File: config.mk
export PLATFORM = sky130hd
export DESIGN_NAME = lcd_spi_slave_rx
export DESIGN_NICKNAME = d
export VERILOG_FILES = /design/src/rtl/lcd_spi_slave_rx.sv
export SDC_FILE = /design/constraint.sdc
export NUM_CORES = 1
export LEC_CHECK = 0
export BUFFER_PORTS_ARGS = -buffer_cell sky130_fd_sc_hd__buf_2
export CORE_UTILIZATION = 30
export CTS_CLUSTER_DIAMETER = 30
export CTS_CLUSTER_SIZE = 12
export DETAILED_ROUTE_END_ITERATION = 10
export GPL_ROUTABILITY_DRIVEN = 0
export PLACE_DENSITY = 0.52
export SETUP_SLACK_MARGIN = 0.3
export SLEW_MARGIN = 20
export SYNTH_ARGS = -nofsm -noshare
export SYNTH_HDL_FRONTEND = slang
export SYNTH_SLANG_ARGS = --single-unit
File: constraint.sdc
create_clock -name clk -period 3.2 [get_ports clk]
set_input_delay 0.16 -clock clk [delete_from_list [all_inputs] [get_ports clk]]
set_output_delay 0.16 -clock clk [all_outputs]
set_load 0.03 [all_outputs]
File: src/rtl/lcd_spi_slave_rx.sv
// rtl/lcd_spi_slave_rx.sv - SPI receiver for the 9-bit LCD link with {dc,byte} FWFT FIFO (optional LCD_SPI_RX_WORD_CNT_EN)
module lcd_spi_slave_rx #(
   parameter int DEPTH_LOG2  = 4,
   parameter int SYNC_STAGES = 2
) (
   input  logic                  clk,
   input  logic                  rst,
   input  logic                  spi_csn,
   input  logic                  spi_clk,
   input  logic                  spi_mosi,
   input  logic                  spi_dc,
   input  logic                  rd_en,
   output logic [8:0]            rd_data,
   output logic                  empty,
   output logic                  full,
   output logic [DEPTH_LOG2:0]   level,
   output logic                  overrun,
   output logic                  frame_err,
   input  logic                  err_clr,
   input  logic                  irq_en,
   output logic                  irq
`ifdef LCD_SPI_RX_WORD_CNT_EN
   ,
   output logic [15:0]           word_cnt
`endif
);

   localparam int DEPTH = 1 << DEPTH_LOG2;
   localparam logic [DEPTH_LOG2:0] FULL_LEVEL = {1'b1, {DEPTH_LOG2{1'b0}}};

   typedef enum logic {IDLE, SHIFT} state_t;

   logic [SYNC_STAGES-1:0] csn_sync, sclk_sync, mosi_sync, dc_sync;
   logic                   csn_d, sclk_d, mosi_d, dc_d, sclk_rise;
   state_t                 state;
   logic [2:0]             bit_cnt;
   logic [6:0]             shift;
   logic                   csn_armed;
   logic                   push_req;
   logic [8:0]             push_word;
   logic [8:0]             mem [DEPTH];
   logic [DEPTH_LOG2-1:0]  wr_ptr, rd_ptr;
   logic                   accept, pop;

   // Synchronize the four asynchronous SPI inputs into the clk domain
   always_ff @(posedge clk) begin
      if (rst) begin
         csn_sync  <= '0;
         sclk_sync <= '0;
         mosi_sync <= '0;
         dc_sync   <= '0;
      end else begin
         csn_sync  <= {csn_sync[SYNC_STAGES-2:0], spi_csn};
         sclk_sync <= {sclk_sync[SYNC_STAGES-2:0], spi_clk};
         mosi_sync <= {mosi_sync[SYNC_STAGES-2:0], spi_mosi};
         dc_sync   <= {dc_sync[SYNC_STAGES-2:0], spi_dc};
      end
   end

   // Edge-detect flop stage; data/csn are delayed alongside so they line up with the registered rise pulse
   always_ff @(posedge clk) begin
      if (rst) begin
         csn_d     <= 1'b0;
         sclk_d    <= 1'b0;
         mosi_d    <= 1'b0;
         dc_d      <= 1'b0;
         sclk_rise <= 1'b0;
      end else begin
         csn_d     <= csn_sync[SYNC_STAGES-1];
         sclk_d    <= sclk_sync[SYNC_STAGES-1];
         mosi_d    <= mosi_sync[SYNC_STAGES-1];
         dc_d      <= dc_sync[SYNC_STAGES-1];
         sclk_rise <= sclk_sync[SYNC_STAGES-1] & ~sclk_d;
      end
   end

   // Receive FSM: shifts bits, emits a push request per full word, flags short frames
   always_ff @(posedge clk) begin
      if (rst) begin
         state     <= IDLE;
         bit_cnt   <= 3'd0;
         shift     <= 7'd0;
         csn_armed <= 1'b0;
         push_req  <= 1'b0;
         push_word <= 9'd0;
         frame_err <= 1'b0;
      end else begin
         push_req <= 1'b0;
         if (err_clr)
            frame_err <= 1'b0;
         case (state)
            IDLE: begin
               bit_cnt <= 3'd0;
               // a select is only honoured after csn has been seen high since reset
               if (csn_d)
                  csn_armed <= 1'b1;
               if (!csn_d && csn_armed)
                  state <= SHIFT;
            end
            SHIFT: begin
               if (csn_d) begin
                  state   <= IDLE;
                  bit_cnt <= 3'd0;
                  if (bit_cnt != 3'd0)
                     frame_err <= 1'b1;
               end else if (sclk_rise) begin
                  shift <= {shift[5:0], mosi_d};
                  if (bit_cnt == 3'd7) begin
                     push_req  <= 1'b1;
                     push_word <= {dc_d, shift, mosi_d};
                     bit_cnt   <= 3'd0;
                  end else begin
                     bit_cnt <= bit_cnt + 3'd1;
                  end
               end
            end
            default: state <= IDLE;
         endcase
      end
   end

   assign empty   = (level == '0);
   assign full    = (level == FULL_LEVEL);
   assign pop     = rd_en & ~empty;
   assign accept  = push_req & (~full | rd_en);
   assign rd_data = empty ? 9'd0 : mem[rd_ptr];

   // FIFO storage; when full with a simultaneous pop the new word overwrites the departing head slot
   always_ff @(posedge clk) begin
      if (accept)
         mem[wr_ptr] <= push_word;
   end

   // FIFO pointers, level and overrun flag
   always_ff @(posedge clk) begin
      if (rst) begin
         wr_ptr  <= '0;
         rd_ptr  <= '0;
         level   <= '0;
         overrun <= 1'b0;
      end else begin
         if (accept)
            wr_ptr <= wr_ptr + DEPTH_LOG2'(1);
         if (pop)
            rd_ptr <= rd_ptr + DEPTH_LOG2'(1);
         level <= level + {{DEPTH_LOG2{1'b0}}, accept} - {{DEPTH_LOG2{1'b0}}, pop};
         if (err_clr)
            overrun <= 1'b0;
         if (push_req && !accept)
            overrun <= 1'b1;
      end
   end

   // Registered interrupt
   always_ff @(posedge clk) begin
      if (rst)
         irq <= 1'b0;
      else
         irq <= irq_en & (~empty | overrun | frame_err);
   end

`ifdef LCD_SPI_RX_WORD_CNT_EN
   // Count of words accepted into the FIFO, wrapping
   always_ff @(posedge clk) begin
      if (rst)
         word_cnt <= 16'd0;
      else if (accept)
         word_cnt <= word_cnt + 16'd1;
   end
`endif

endmodule

==> summary.txt <==
DETAILED ROUTING
----------------------------------------------------------------------------------------------------
Residual DRC ..........................................................................            0
Number of nets with antenna violations after routing ..................................            0
First DRT Iteration DRCs ..............................................................          242
Via density ...........................................................................         4.58
Total via count after detailed routing ................................................         3937
Number of iterations in the first detailed-routing pass ...............................            4
DRT Wirelength ........................................................................     15000 µm
Wire per inst .........................................................................      17.5 µm

SYNTHESIS
----------------------------------------------------------------------------------------------------
Cells after synthesis .................................................................          470
Main flop type after synthesis ........................................................ sky130_fd_sc_hd__edfxtp_1
Mapped Nets ...........................................................................          494
Post-synth EDFFs ......................................................................          144
Area share of the largest cell type after synthesis ...................................        0.559
Sequential share of the synthesized area ..............................................        0.701
Cell accounting for the most synthesized area ......................................... sky130_fd_sc_hd__edfxtp_1
Yosys warning total ...................................................................            0
Post-Synthesis Cell Area ..............................................................     7740 µm²
Area contributors post-synth .......................................................... sky130_fd_sc_hd__edfxtp_1 (56%), sky130_fd_sc_hd__dfxtp_1 (14%), sky130_fd_sc_hd__mux4_2 (8.1%)
Top post-synthesis cells by count ..................................................... sky130_fd_sc_hd__edfxtp_1 (144), sky130_fd_sc_hd__dfxtp_1 (55), sky130_fd_sc_hd__nor2_1 (38)
Async set-reset flop share out of synthesis ...........................................            0
Average footprint of a synthesized cell ...............................................     16.5 µm²
Top-count cell post-synth ............................................................. sky130_fd_sc_hd__edfxtp_1
Count of different cell masters after synthesis .......................................           41
Yosys reg bits ........................................................................          199

FLOORPLAN
----------------------------------------------------------------------------------------------------
Total I/O pin count ...................................................................           28
Chip height ...........................................................................       163 µm
Core Rows .............................................................................           58
Initial core utilization ..............................................................        0.306
Placeable core area ...................................................................    25300 µm²
Die footprint .........................................................................    26400 µm²
X dimension of the die ................................................................       163 µm

PLACED DESIGN
----------------------------------------------------------------------------------------------------
Total instance count after detailed placement .........................................          823
Half-perimeter wire length of the detailed placement result ...........................      9360 µm
Port-buffer cells .....................................................................           27

GRT
----------------------------------------------------------------------------------------------------
Number of global-route vias before repair .............................................         4183
Met3 demand-to-capacity share in global routing .......................................       0.0313
Aggregate global-route resource usage .................................................        0.120
Met1 usage in global routing ..........................................................        0.159
First-pass GRT wire length ............................................................     23200 µm
Met2 Usage GRT ........................................................................        0.195
Global route overflow .................................................................            0
Largest net degree at the start of global routing .....................................           50
Antenna violations before repair ......................................................            0
Highest-utilization routing layer at the global route stage ...........................         met2

CTS
----------------------------------------------------------------------------------------------------
Deepest level of the CTS H-tree .......................................................            4
Clock-pin slew reported for the worst setup and hold paths after clock tree synthesis .      0.07 ns
Clock Tree Buf Depth ..................................................................            2
Num CTS Buffers .......................................................................           17
Sink Count ............................................................................          199
Clk Latency, worst-skew pair ..........................................................      0.43 ns
Clock Tree Root ....................................................................... sky130_fd_sc_hd__clkbuf_16
TritonCTS clock tree ..................................................................          yes

TIMING
----------------------------------------------------------------------------------------------------
Final period utilization ..............................................................        0.872
Final setup violation count ...........................................................            0
Setup total negative slack ............................................................         0 ns
Max frequency .........................................................................      358 MHz
Hold Violations, Final ................................................................            0
Tightest Pin Transition ...............................................................     0.929 ns
Setup repair after global routing missed its margin ...................................         true
Pins Over Slew Limit ..................................................................            0
Worst setup skew after layout .........................................................    0.0101 ns
Worst slew margin relative to its limit ...............................................        0.378
Post-route minimum period .............................................................      2.79 ns

WORST SETUP PATH
----------------------------------------------------------------------------------------------------
Maximum net fanout on the critical path ...............................................            3
Critical path arrival .................................................................      3.14 ns
Element type at the critical path end .................................................     register
Kind of critical path ................................................................. register to register
Startpoint types ......................................................................     register
Data required, critical path ..........................................................      3.55 ns

POWER AND IR DROP
----------------------------------------------------------------------------------------------------
Switching share of power ..............................................................        0.291
Part of the total power dissipated in sequential elements .............................        0.468
Clk network pwr share .................................................................        0.322
Logic pwr share .......................................................................        0.211
Static leakage ........................................................................      3.04 nW
Peak VDD IR ...........................................................................     0.554 mV
Internal Dissipation ..................................................................      4.35 mW
Net load switching power ..............................................................      1.78 mW
Cell area power density ...............................................................   689 nW/µm²

JOB
----------------------------------------------------------------------------------------------------
Number of max-cap violations ..........................................................            0

FINAL LAYOUT
----------------------------------------------------------------------------------------------------
Number of antenna repair diodes .......................................................            0
Number of nets in the layout ..........................................................          541
Ratio of cells with drive above 1 in the final layout .................................        0.242
Number of non-filler instances in the completed layout ................................          860
Relative area change from synthesis to final layout ...................................        15.1%

OUTCOME
----------------------------------------------------------------------------------------------------
Result of the run .....................................................................    completed

MIN PATH
----------------------------------------------------------------------------------------------------
Min-Delay Path Class .................................................................. input port to register

-- through the flow --
step | worst slack, ns | instance area [µm²] | utilization | power (mW) | hold slack (ns)
floorplan | 0.399 | 7770 | - | 3.94 | 0.239
global placement | 0.479 | 8300 | 0.329 | 4.21 | 0.373
detailed placement | 0.418 | 8300 | 0.329 | 4.23 | 0.376
CTS | 0.335 | 8900 | 0.352 | 6.20 | 0.0712
global route | 0.258 | 8900 | 0.353 | 6.40 | 0.111
finish | 0.409 | 8900 | 0.353 | 6.14 | 0.0767
-- final timing paths --
check                       from                   end  slack, ns  depth (start not counted)
max reg2reg  level[2]$_SDFF_PP0_   level[4]$_SDFF_PP0_       0.41                         13
min reg2reg    sclk_d$_SDFF_PP0_  sclk_rise$_SDFF_PP0_       0.39                          1
min                      err_clr  frame_err$_SDFF_PP0_       0.08                          4
max          level[2]$_SDFF_PP0_   level[4]$_SDFF_PP0_       0.41                         13
-- flip-flops by register name, indices dropped and copies added, names as in the netlist, 2 cells and up, named ones only --
signal / cells
mem: 144
push_word: 9
shift: 7
level: 5
rd_ptr: 4
wr_ptr: 4
bit_cnt: 3
csn_sync: 2
dc_sync: 2
mosi_sync: 2
sclk_sync: 2
-- layout by cell type (no fill, tap or decap), types with 5 or more instances in the layout --
cell                            instances
sky130_fd_sc_hd__ha_1                  13
sky130_fd_sc_hd__nor2_1                38
sky130_fd_sc_hd__mux2_2                 9
sky130_fd_sc_hd__buf_2                 27
sky130_fd_sc_hd__edfxtp_1             144
sky130_fd_sc_hd__nor2b_1               16
sky130_fd_sc_hd__clkbuf_16             17
sky130_fd_sc_hd__nor3_1                 5
sky130_fd_sc_hd__mux2i_1               18
sky130_fd_sc_hd__inv_1                 14
sky130_fd_sc_hd__xor2_1                 5
sky130_fd_sc_hd__buf_4                 19
sky130_fd_sc_hd__dfxtp_1               52
sky130_fd_sc_hd__dlygate4sd3_1          5
sky130_fd_sc_hd__o21ai_0                7
sky130_fd_sc_hd__a21oi_1               24
sky130_fd_sc_hd__mux4_2                28
sky130_fd_sc_hd__nand2_1               27
sky130_fd_sc_hd__nand3_1                5
sky130_fd_sc_hd__mux4_1                 8
-- layout make-up --
cell class                 count  area [µm²]
multi-input combinational    232        2120
timing repair buffer          51         328
inverter                      16        60.1
clock buffer                  17         425
sequential                   199        5440
clock inverter                15         118
tap                          330         413
fill                        2410       16300
-- critical path, cell delays in order (launching register included) --
cell and delay [ns]:
sky130_fd_sc_hd__dfxtp_4 0.35, sky130_fd_sc_hd__inv_2 0.06, sky130_fd_sc_hd__ha_1 0.15, sky130_fd_sc_hd__or4b_4 0.48
sky130_fd_sc_hd__nand2_4 0.10, sky130_fd_sc_hd__inv_1 0.04, sky130_fd_sc_hd__ha_1 0.26, sky130_fd_sc_hd__inv_1 0.05
sky130_fd_sc_hd__ha_2 0.18, sky130_fd_sc_hd__fa_2 0.38, sky130_fd_sc_hd__a21oi_2 0.13, sky130_fd_sc_hd__nor2_1 0.05
sky130_fd_sc_hd__or3_1 0.34, sky130_fd_sc_hd__a21oi_1 0.14
-- power groups by stage --
stage                     registers [mW]  logic, mW  clock network (mW)
after floorplan                     2.94      0.999                   0
after global placement              2.92       1.28                   0
after detailed placement            2.93       1.30                   0
after CTS                           2.87       1.31                2.02
after global routing                2.88       1.40                2.12
final                               2.87       1.29                1.97
-- timing repair --
action                                 in CTS  in global routing
buffers inserted                            0                  0
gates resized for setup                     0                  3
hold buffers                                5                  0
endpoints found under the hold margin       5                  0
setup endpoints to repair                   0                  5
-- kinds of logic (layout without fill, tap and decap cells) --
logic type                 Yosys count  in the layout  synth area share
xor gates and xnor gates             8              8           0.00905
buffers and inverters               39             99            0.0273
muxes                               63             63             0.145
DFF                                199            199             0.701
and+or+nand+nor                    104            104            0.0627
adders and majority gates           15             15            0.0252
AOI/OAI and AO/OA                   42             42            0.0297
-- per-layer routing --
layer,vias up,share of wire,wire length [µm]
li1,1857,-,-
met1,2007,0.48,7240
met2,60,0.48,7150
met3,13,0.035,518
met4,0,0.0068,102
met5,-,0,0
No activity file was read; power rests on OpenSTA's default activity.
